`config.mk`:
```
export PLATFORM = sky130hd
export DESIGN_NAME = div_unit
export DESIGN_NICKNAME = d
export VERILOG_FILES = /design/src/rtl/div_pkg.sv /design/src/rtl/div_step.sv /design/src/rtl/div_unit.sv
export SDC_FILE = /design/constraint.sdc
export NUM_CORES = 1
export LEC_CHECK = 0
export BUFFER_PORTS_ARGS = -buffer_cell sky130_fd_sc_hd__buf_2
export CAP_MARGIN = 20
export CORE_MARGIN = 10
export CORE_UTILIZATION = 55
export CTS_CLUSTER_DIAMETER = 150
export DETAILED_ROUTE_END_ITERATION = 8
export HOLD_SLACK_MARGIN = 0.15
export PLACE_DENSITY_LB_ADDON = 0.2
export SLEW_MARGIN = 20
export SYNTH_ARGS = -nofsm -noshare
export SYNTH_HDL_FRONTEND = slang
export SYNTH_HIERARCHICAL = 1
export SYNTH_SLANG_ARGS = --single-unit
export TNS_END_PERCENT = 20
```
`constraint.sdc`:
```
create_clock -name i_clk -period 4.6 [get_ports i_clk]
set_input_delay 0.46 -clock i_clk [delete_from_list [all_inputs] [get_ports i_clk]]
set_output_delay 0.46 -clock i_clk [all_outputs]
set_load 0.005 [all_outputs]
```
`src/rtl/div_pkg.sv`:
```
// Shared opcode and FSM state encodings for the iterative RV32M divider.
package div_pkg;

  localparam logic [1:0] OP_DIV  = 2'b00;
  localparam logic [1:0] OP_DIVU = 2'b01;
  localparam logic [1:0] OP_REM  = 2'b10;
  localparam logic [1:0] OP_REMU = 2'b11;

  localparam logic [1:0] S_IDLE = 2'd0;
  localparam logic [1:0] S_CALC = 2'd1;
  localparam logic [1:0] S_DONE = 2'd2;

endpackage

```
`src/rtl/div_step.sv`:
```
// One combinational restoring-division iteration; the dividend is shifted out of q from its MSB.
// The partial remainder is always below the divisor, so 32 bits hold it; the compare uses 33.
module div_step (
  input  logic [31:0] rem_in,
  input  logic [31:0] q_in,
  input  logic [31:0] divisor,
  output logic [31:0] rem_out,
  output logic [31:0] q_out
);

  logic [32:0] shifted;
  logic        ge;

  assign shifted = {rem_in, q_in[31]};
  assign ge      = shifted >= {1'b0, divisor};
  assign rem_out = ge ? (shifted[31:0] - divisor) : shifted[31:0];
  assign q_out   = {q_in[30:0], ge};

endmodule

```
`src/rtl/div_unit.sv`:
```
// Iterative RV32M DIV/DIVU/REM/REMU; result o_valid 32/UNROLL+1 cycles after accept, held until i_ready.
// Optional `DIV_FAST_PATH_EN: divide-by-zero and signed overflow bypass the iterations (result next cycle).
module div_unit
  import div_pkg::*;
#(
  parameter int UNROLL = 1
) (
  input  logic        i_clk,
  input  logic        i_rst,
  input  logic        i_valid,
  output logic        o_ready,
  input  logic [1:0]  i_op,
  input  logic [31:0] i_rs1_rdata,
  input  logic [31:0] i_rs2_rdata,
  input  logic [4:0]  i_rd_waddr,
  output logic        o_valid,
  input  logic        i_ready,
  output logic        o_rd_wen,
  output logic [4:0]  o_rd_waddr,
  output logic [31:0] o_rd_wdata
);

  localparam int N = 32 / UNROLL;

  logic [1:0]  state;
  logic [4:0]  cnt;
  logic        is_rem, neg_q, neg_r;
  logic [31:0] dvs, rem, quo;

  logic [UNROLL:0][31:0] rem_c;
  logic [UNROLL:0][31:0] quo_c;

  logic        sgn, s1, s2;
  logic [31:0] mag1, mag2;
  logic [31:0] q_fix, r_fix, res;

  assign sgn  = (i_op == OP_DIV) || (i_op == OP_REM);
  assign s1   = sgn & i_rs1_rdata[31];
  assign s2   = sgn & i_rs2_rdata[31];
  assign mag1 = s1 ? -i_rs1_rdata : i_rs1_rdata;
  assign mag2 = s2 ? -i_rs2_rdata : i_rs2_rdata;

  assign rem_c[0] = rem;
  assign quo_c[0] = quo;

  generate
    for (genvar g = 0; g < UNROLL; g++) begin : g_step
      div_step u_step (
        .rem_in  (rem_c[g]),
        .q_in    (quo_c[g]),
        .divisor (dvs),
        .rem_out (rem_c[g+1]),
        .q_out   (quo_c[g+1])
      );
    end
  endgenerate

  // A zero divisor leaves the all-ones quotient positive whatever the dividend sign.
  assign q_fix = (neg_q && (dvs != '0)) ? -quo_c[UNROLL] : quo_c[UNROLL];
  assign r_fix = neg_r ? -rem_c[UNROLL] : rem_c[UNROLL];
  assign res   = is_rem ? r_fix : q_fix;

`ifdef DIV_FAST_PATH_EN
  logic        div_zero, ovf;
  logic [31:0] fast_res;

  assign div_zero = i_rs2_rdata == '0;
  assign ovf      = sgn && (i_rs1_rdata == 32'h8000_0000) && (i_rs2_rdata == 32'hFFFF_FFFF);
  assign fast_res = div_zero ? (i_op[1] ? i_rs1_rdata : 32'hFFFF_FFFF)
                             : (i_op[1] ? 32'h0 : 32'h8000_0000);
`endif

  assign o_ready  = state == S_IDLE;
  assign o_valid  = state == S_DONE;
  assign o_rd_wen = o_valid && i_ready;

  always_ff @(posedge i_clk) begin
    if (i_rst) begin
      state      <= S_IDLE;
      cnt        <= '0;
      is_rem     <= 1'b0;
      neg_q      <= 1'b0;
      neg_r      <= 1'b0;
      dvs        <= '0;
      rem        <= '0;
      quo        <= '0;
      o_rd_waddr <= '0;
      o_rd_wdata <= '0;
    end else begin
      case (state)
        S_IDLE: begin
          if (i_valid) begin
            o_rd_waddr <= i_rd_waddr;
            is_rem     <= i_op[1];
            neg_q      <= s1 ^ s2;
            neg_r      <= s1;
            dvs        <= mag2;
            rem        <= '0;
            quo        <= mag1;
            cnt        <= 5'(N - 1);
            state      <= S_CALC;
`ifdef DIV_FAST_PATH_EN
            if (div_zero || ovf) begin
              o_rd_wdata <= fast_res;
              cnt        <= '0;
              state      <= S_DONE;
            end
`endif
          end
        end
        S_CALC: begin
          rem <= rem_c[UNROLL];
          quo <= quo_c[UNROLL];
          if (cnt == '0) begin
            o_rd_wdata <= res;
            state      <= S_DONE;
          end else begin
            cnt <= cnt - 5'd1;
          end
        end
        S_DONE: begin
          if (i_ready) state <= S_IDLE;
        end
        default: state <= S_IDLE;
      endcase
    end
  end

endmodule

```
-- After elaboration in Yosys (flattened, before gate mapping)
Cells that the tools add are included.
- output and inout port bits: 40
- bits in registers: 143
- logic and storage cells: 57
- bitwise gates (word level): 3
- add/subtract/negate cells: 6
- mux-type cells: 17
- equality and inequality tests: 7
- reduce and logical (&&, ||, !) cells: 13
- magnitude comparators: 1
- operators by type and width (cell ; number):
    $mux 32 ; 8
    $neg 32->32 ; 4
    $pmux 32 s2 ; 2
    $ge 33x32->1 ; 1
    $reduce_bool 32->1 ; 1
    $sub 32x32->32 ; 1
    $mux 5 ; 2
    $pmux 5 s2 ; 1
    $mux 2 ; 3
    $ne 2x2->1 const B ; 3
    $pmux 2 s3 ; 1
    $reduce_and 2->1 ; 3
    $reduce_and 3->1 ; 2
    $logic_not 5->1 ; 1
    $sub 5x1->5 const B ; 1
    $eq 2x2->1 const B ; 2
    $logic_not 2->1 ; 2
    $and 1x1->1 ; 2
    $eq 2x1->1 const B ; 1
    $logic_and 1x1->1 ; 2
    $ne 2x1->1 const B ; 1
    $reduce_bool 2->1 ; 1
    $logic_or 1x1->1 ; 1
    $xor 1x1->1 ; 1

-- Longest topological paths before layout
Gate-level depths: netlist of run 1.
- word-level depth: 6
- gate-level depth with buffers: 20
- depth with buffers taken out: 18

-- Hierarchy
Netlist of run 1, hierarchy kept.
- by module, submodules not included (module ; instances ; cells each ; area each (um^2) ; seq. area each (um^2)):
    div_unit ; 1 ; 1035 ; 8039.0 ; 2862.7
    div_step ; 1 ; 401 ; 2606.2 ; 0.0

-- Least setup slack after synthesis of run 1
OpenSTA, ideal clock, no wires.
- kind: register to register
- from: register dvs[1]
- to: register o_rd_wdata[22]
- arrival time: 4346 ps
- stages on the path, launching flop included: 20
- data required time: 4486 ps
- setup slack: 140 ps
- cells stage by stage: dfxtp_1 > inv_1 > ha_1 > nor2b_4 > o31a_1 > or3_1 > a211o_1 > o211ai_2 > and3_4 > inv_4 > buf_6 > nor2_1 > a21oi_1 > or4_4 > or4_4 > buf_2 > o41ai_1 > xnor2_1 > nor2_1 > a2111oi_0
- RTL lines (element ; line ; source):
    start, declared ; div_unit.sv:28 ; logic [31:0] dvs, rem, quo;
    start signal, assigned ; div_unit.sv:97 ; dvs <= mag2;
    end signal, assigned ; div_unit.sv:115 ; o_rd_wdata <= res;
    end, declared ; div_unit.sv:20 ; output logic [31:0] o_rd_wdata

==> results of run 1 <==
layer usage:
metal	wire length, um	part of all wire	global-route usage
met2	14800	0.46	0.375
met5	0	0	0
met1	14800	0.46	0.332
met4	525	0.016	0.0598
met3	2080	0.065	0.0395
power breakdown:
group          internal, mW  switching (mW)  total [mW]
clock                 0.730           0.657        1.39
sequential             1.35           0.121        1.47
combinational          1.08            1.64        2.71
registers in the layout, summed over array words and instances (netlist names):
| name | flops |
|---|---|
| state | 2 |
| o_rd_wdata | 32 |
| quo | 32 |
| is_rem | 1 |
| cnt | 5 |
| o_rd_waddr | 5 |
| dvs | 32 |
| rem | 32 |
| neg_q | 1 |
| neg_r | 1 |
logic make-up after synthesis:
family / share of synthesized area
buf+inv: 0.0744
mux: 0.0105
simple gates: 0.238
xor+xnor: 0.115
fa+ha+maj: 0.0454
compound gates: 0.248
flops: 0.269
critical path, stage by stage, from the launching register on:
cell and delay (ns):
dfxtp_2 0.34, inv_1 0.06, ha_4 0.21, nor2b_4 0.13
o31a_1 0.26, or3_4 0.35, a211o_1 0.34, o211ai_2 0.16
and3_4 0.26, inv_8 0.08, nor2_1 0.10, a21oi_1 0.07
or4_4 0.58, or4_4 0.58, buf_6 0.18, o41ai_4 0.21
xnor2_1 0.15, nor2_1 0.06, a2111oi_0 0.38
repair_timing:
action	in CTS	in global routing
endpoints found under the hold margin	0	0
setup buffers	0	5
gates resized for setup	0	25
endpoints found under the setup margin	0	14
placed cells by master (no fill, tap or decap), types with 9 or more instances in the layout:
cell,n
a2111oi_0,10
a211oi_1,39
a21oi_1,160
a22oi_1,23
a31oi_1,10
and3_1,11
buf_2,113
buf_4,49
clkbuf_16,17
dfxtp_1,140
ha_1,33
inv_1,52
nand2_1,140
nand2b_1,13
nand3_1,49
nand4_1,11
nor2_1,158
nor2b_1,12
nor3_1,37
nor4_1,20
o21a_1,9
o21ai_0,48
o21ai_1,11
o22ai_1,13
o31ai_1,27
o41ai_1,11
or3_1,20
or4_1,14
xnor2_1,87
xor2_1,53
area by class of cell:
class,count,area share
Multi-Input combinational cell,1127,0.589
Clock inverter,15,0.0142
Tap cell,260,0.0270
Inverter,53,0.0171
Clock buffer,17,0.0353
Sequential cell,143,0.238
Timing Repair Buffer,164,0.0793
how the worst max path moves through the flow:
stage                endpoint  slack (ns)  depth (start not counted)
2_1_floorplan  o_rd_wdata[22]        0.14                         19
3_3_place_gp   o_rd_wdata[22]        0.20                         17
3_5_place_dp   o_rd_wdata[29]        0.09                         17
4_1_cts        o_rd_wdata[31]      0.0007                         17
5_1_grt        o_rd_wdata[22]       -0.14                         18
6_report       o_rd_wdata[22]     -0.0009                         18
through the flow:
| stage | cells | hold slack [ns] | setup TNS, ns | cell area, um^2 | util |
|---|---|---|---|---|---|
| finish | 1779 | 0.251 | -0.000943 | 12100 | 0.638 |
| global route | 1779 | 0.263 | -0.325 | 12100 | 0.638 |
| CTS | 1774 | 0.243 | 0 | 11900 | 0.630 |
| detailed placement | 1742 | 0.446 | 0 | 11300 | 0.598 |
| global placement | 1742 | 0.439 | 0 | 11300 | 0.598 |
| floorplan | 1436 | 0.437 | 0 | 10600 | - |
==> flow_metrics.env, run 1 <==
export IMPL_die_area_mm2=0.0253
export IMPL_synth_area_leaders="dfxtp_1 (27%), a21oi_1 (7.6%), xnor2_1 (7.2%), nor2_1 (5.6%), nand2_1 (5.0%)"
export IMPL_fin_ws_ns=-0.000943
export IMPL_grt_total_usage=0.239
export IMPL_fillers=1735
export IMPL_hold_buffers=0
export IMPL_syn_num_nets=1549
export IMPL_syn_instance_count=1436
export IMPL_drive_above_1_share=0.161
export IMPL_yosysMostFrequentCell="a21oi_1"
export IMPL_dieHeight_um=159
export IMPL_drt_wl_total_mm=32.2
export IMPL_hold_violations=0
export IMPL_synth_top_area_frac=0.269
export IMPL_critical_path_class="reg2reg"
export IMPL_core_area_mm2=0.0189
export IMPL_cts_sinks=143
export IMPL_synthArstFlopShare=0
export IMPL_drtPass1Iterations=5
export IMPL_antenna_found_initial=0
export IMPL_syn_area_per_cell_um2=7.41
export IMPL_grt_max_degree=87
export IMPL_initial_utilization=0.563
export IMPL_min_from="i_rd_waddr[0]"
export IMPL_finClkSkew_ns=0.0112
export IMPL_nets=1619
export IMPL_place_ws_ns=0.0861
export IMPL_viasPerCell=6.03
export IMPL_r2r_start="dvs[1]"
export IMPL_p_leak_nw=4.72
export IMPL_reg2reg_depth=18
export IMPL_cp_data_arrival_time_ns=4.91
export IMPL_fmax_mhz=217
export IMPL_relSlewSlack=0.267
export IMPL_cts_clk_slew_worst_paths_ns=0.07
export IMPL_synth_top_area_cell="dfxtp_1"
export IMPL_min_period_ns=4.60
export IMPL_drtIter0Drc=1038
export IMPL_path_max_fanout=21
export IMPL_port_buffers=114
export IMPL_finalSetupViolCount=1
export IMPL_tritoncts="yes"
export IMPL_ys_seq_elements=143
export IMPL_hpwl_mm=24.1
export IMPL_drcViolationCount=0
export IMPL_p_per_area_mw_per_mm2=462
export IMPL_area_delta_synth_final_pct=13.2
export IMPL_synth_commonest_cells="a21oi_1 (161), nor2_1 (159), dfxtp_1 (143)"
export IMPL_required_ns=4.91
export IMPL_first_global_vias=9748
export IMPL_cp_end_kind="flip-flop"
export IMPL_violations="setup timing"
export IMPL_cts_buffers=17
export IMPL_rsz0062_at_grt="yes"
export IMPL_rr_endpoint="o_rd_wdata[22]"
export IMPL_synth_distinct_cells=73
export IMPL_yosysSeqAreaShare=0.269
export IMPL_syn_area_mm2=0.0106
export IMPL_status="finished, violations left"
export IMPL_hp_class="in2reg"
export IMPL_cap_violations=0
export IMPL_fp_row_count=50
export IMPL_clockBufferDepth=2
export IMPL_grt_pass1_wl_mm=50.7
export IMPL_clk_insertion_delay_late_ns=0.44
export IMPL_ff_latch_area_mm2=0.00287
export IMPL_period_share=1.00
export IMPL_final_antenna_net_count=0
export IMPL_gr_total_overflow=0
export IMPL_place_congestion=0.977
export IMPL_whs_endpoint="o_rd_waddr[0]"
export IMPL_synthFlopType="dfxtp_1"
export IMPL_startpoint="dvs[1]"
export IMPL_r2r_slack_ns=-0.0009
export IMPL_ys_warnings_count=6
export IMPL_vdd_drop_max_mv=0.323
export IMPL_wl_per_cell_um=18.1
export IMPL_slew_viol_final=0
export IMPL_worst_pin_slew_ns=1.10
export IMPL_dieWidth_um=159
export IMPL_root_buffer="clkbuf_16"
export IMPL_startpoint_type="flip-flop"
export IMPL_ios=115
export IMPL_min_path_cells=3
export IMPL_diodes=0
export IMPL_synth_edf_count=0
export IMPL_multi_input_area_mm2=0.00710
export IMPL_h_tree_depth=4
export IMPL_vias=10700
export IMPL_totalPowerFinal_mw=5.57
No activity file was read; power rests on OpenSTA's default activity.
==> inputs of run 2 (changes only) <==
- CELL_PAD_IN_SITES_DETAIL_PLACEMENT: unset -> 0
- CELL_PAD_IN_SITES_GLOBAL_PLACEMENT: unset -> 1
- CORE_UTILIZATION: 55 -> 40
- REMOVE_ABC_BUFFERS: unset -> 1
- SKIP_CTS_REPAIR_TIMING: unset -> 1
==> flow_metrics.env, run 2 (synthesis gave the netlist of run 1 again) <==
export IMPL_final_cell_mix="a21oi_1 (161), nor2_1 (159), dfxtp_1 (143)"
export IMPL_fmax_mhz=221
export IMPL_first_global_vias=9775
export IMPL_root_buffer="clkbuf_16"
export IMPL_p_leak_nw=4.69
export IMPL_hp_class="in2reg"
export IMPL_required_ns=4.96
export IMPL_dieHeight_um=183
export IMPL_drcViolationCount=0
export IMPL_initial_utilization=0.407
export IMPL_multi_input_area_mm2=0.00706
export IMPL_fp_row_count=59
export IMPL_tns_ns=0
export IMPL_place_congestion=0.884
export IMPL_worstPathCellList="ha_1 -> nor2b_4 -> o31a_1 -> or3_1 -> a211o_1 -> o211ai_2 -> and3_4 -> buf_6 -> o21ai_0 -> or4_4 -> or4_4 -> nor4_2 -> mux2i_1 -> a221o_1 -> a21oi_1"
export IMPL_drt_wl_total_mm=32.1
export IMPL_path_max_fanout=20
export IMPL_tritoncts="yes"
export IMPL_clk_insertion_delay_late_ns=0.43
export IMPL_vias=10300
export IMPL_rsz0062_at_grt="yes"
export IMPL_ff_latch_area_mm2=0.00286
export IMPL_antenna_found_initial=0
export IMPL_grt_total_usage=0.185
export IMPL_cp_data_arrival_time_ns=4.88
export IMPL_cap_violations=0
export IMPL_nets=1615
export IMPL_totalPowerFinal_mw=5.45
export IMPL_cts_clk_slew_worst_paths_ns=0.07
export IMPL_ios=115
export IMPL_dieWidth_um=183
export IMPL_clockBufferDepth=2
export IMPL_drive_above_1_share=0.152
export IMPL_wl_per_cell_um=17.3
export IMPL_h_tree_depth=4
export IMPL_final_antenna_net_count=0
export IMPL_cts_sinks=143
export IMPL_slowest_delay_ns=0.55
export IMPL_layout_commonest_cell="a21oi_1"
export IMPL_viasPerCell=5.58
export IMPL_startpoint_type="flip-flop"
export IMPL_slew_viol_final=0
export IMPL_grt_pass1_wl_mm=50.9
export IMPL_critical_path_class="reg2reg"
export IMPL_port_buffers=114
export IMPL_status="completed"
export IMPL_finalSetupViolCount=0
export IMPL_core_area_mm2=0.0261
export IMPL_grt_max_degree=66
export IMPL_relSlewSlack=0.248
export IMPL_vdd_drop_max_mv=0.221
export IMPL_cts_buffers=17
export IMPL_crit_top_cell="or4_4"
export IMPL_cp_end_kind="flip-flop"
export IMPL_fillers=2748
export IMPL_finClkSkew_ns=0.0136
export IMPL_cpMaxStageDelayCell="or4_4"
export IMPL_worst_pin_slew_ns=1.13
export IMPL_diodes=0
export IMPL_min_period_ns=4.52
export IMPL_drtPass1Iterations=5
export IMPL_hold_violations=0
export IMPL_period_share=0.983
export IMPL_drtIter0Drc=797
export IMPL_hpwl_mm=24.5
export IMPL_gr_total_overflow=0
export IMPL_p_per_area_mw_per_mm2=452
export IMPL_die_area_mm2=0.0335
export IMPL_area_delta_synth_final_pct=13.3
## run 2: changes by cell type in the layout (fill, tap and decap cells not counted), sizes merged
cell | previous run | this run
clkinv | 8 | 0
buf | 164 | 160
clkinvlp | 0 | 3
bufinv | 0 | 2
inv | 60 | 62
## run 2: final timing paths
check | from | end | slack, ns | cells after the start
setup / recovery | rem[0] | o_rd_wdata[31] | 0.08 | 15
hold / removal | i_rd_waddr[0] | o_rd_waddr[0] | 0.26 | 3
setup reg to reg | rem[0] | o_rd_wdata[31] | 0.08 | 15
hold reg to reg | o_rd_waddr[2] | o_rd_waddr[2] | 0.46 | 2
## run 2: critical path: cells and delay by family (launching register included)
family,cells,cell delay (ns)
fa+ha+maj,1,0.33
buf+inv,1,0.19
simple gates,6,2.05
flops,1,0.34
mux,1,0.13
compound gates,6,1.40
## run 2: through the flow
step / util / cell area (um^2) / hold WS, ns / std cells / setup WS, ns
3_3_place_gp: 0.437 / 11400 / 0.439 / 1818 / 0.214
6_report: 0.462 / 12100 / 0.262 / 1849 / 0.0789
4_1_cts: 0.459 / 12000 / 0.244 / 1849 / 0.0620
3_5_place_dp: 0.437 / 11400 / 0.449 / 1818 / 0.0858
5_1_grt: 0.462 / 12100 / 0.273 / 1849 / -0.109
2_1_floorplan: - / 10100 / 0.443 / 1323 / -0.0389
## run 2: routing by layer
layer	GRT usage	share of wire	vias to the layer above	wire length, um
met5	0	0	-	0
met4	0.0430	0.012	0	376
met3	0.0283	0.034	27	1100
met2	0.303	0.48	179	15300
met1	0.249	0.48	4854	15300
li1	-	-	5259	-
## run 2: final cells by class
cell class / count / area share
timing repair buffer: 160 / 0.0764
tap: 335 / 0.0347
sequential: 143 / 0.237
clock inverter: 14 / 0.0140
multi-input combinational: 1127 / 0.586
clock buffer: 17 / 0.0353
inverter: 53 / 0.0167
## run 2: report_power, final
part	total [mW]	switching [mW]	leakage, nW	internal (mW)
sequential	1.47	0.117	1.17	1.35
clock	1.45	0.634	0.284	0.818
combinational	2.53	1.53	3.24	1.00
total	5.45	2.28	4.69	3.17
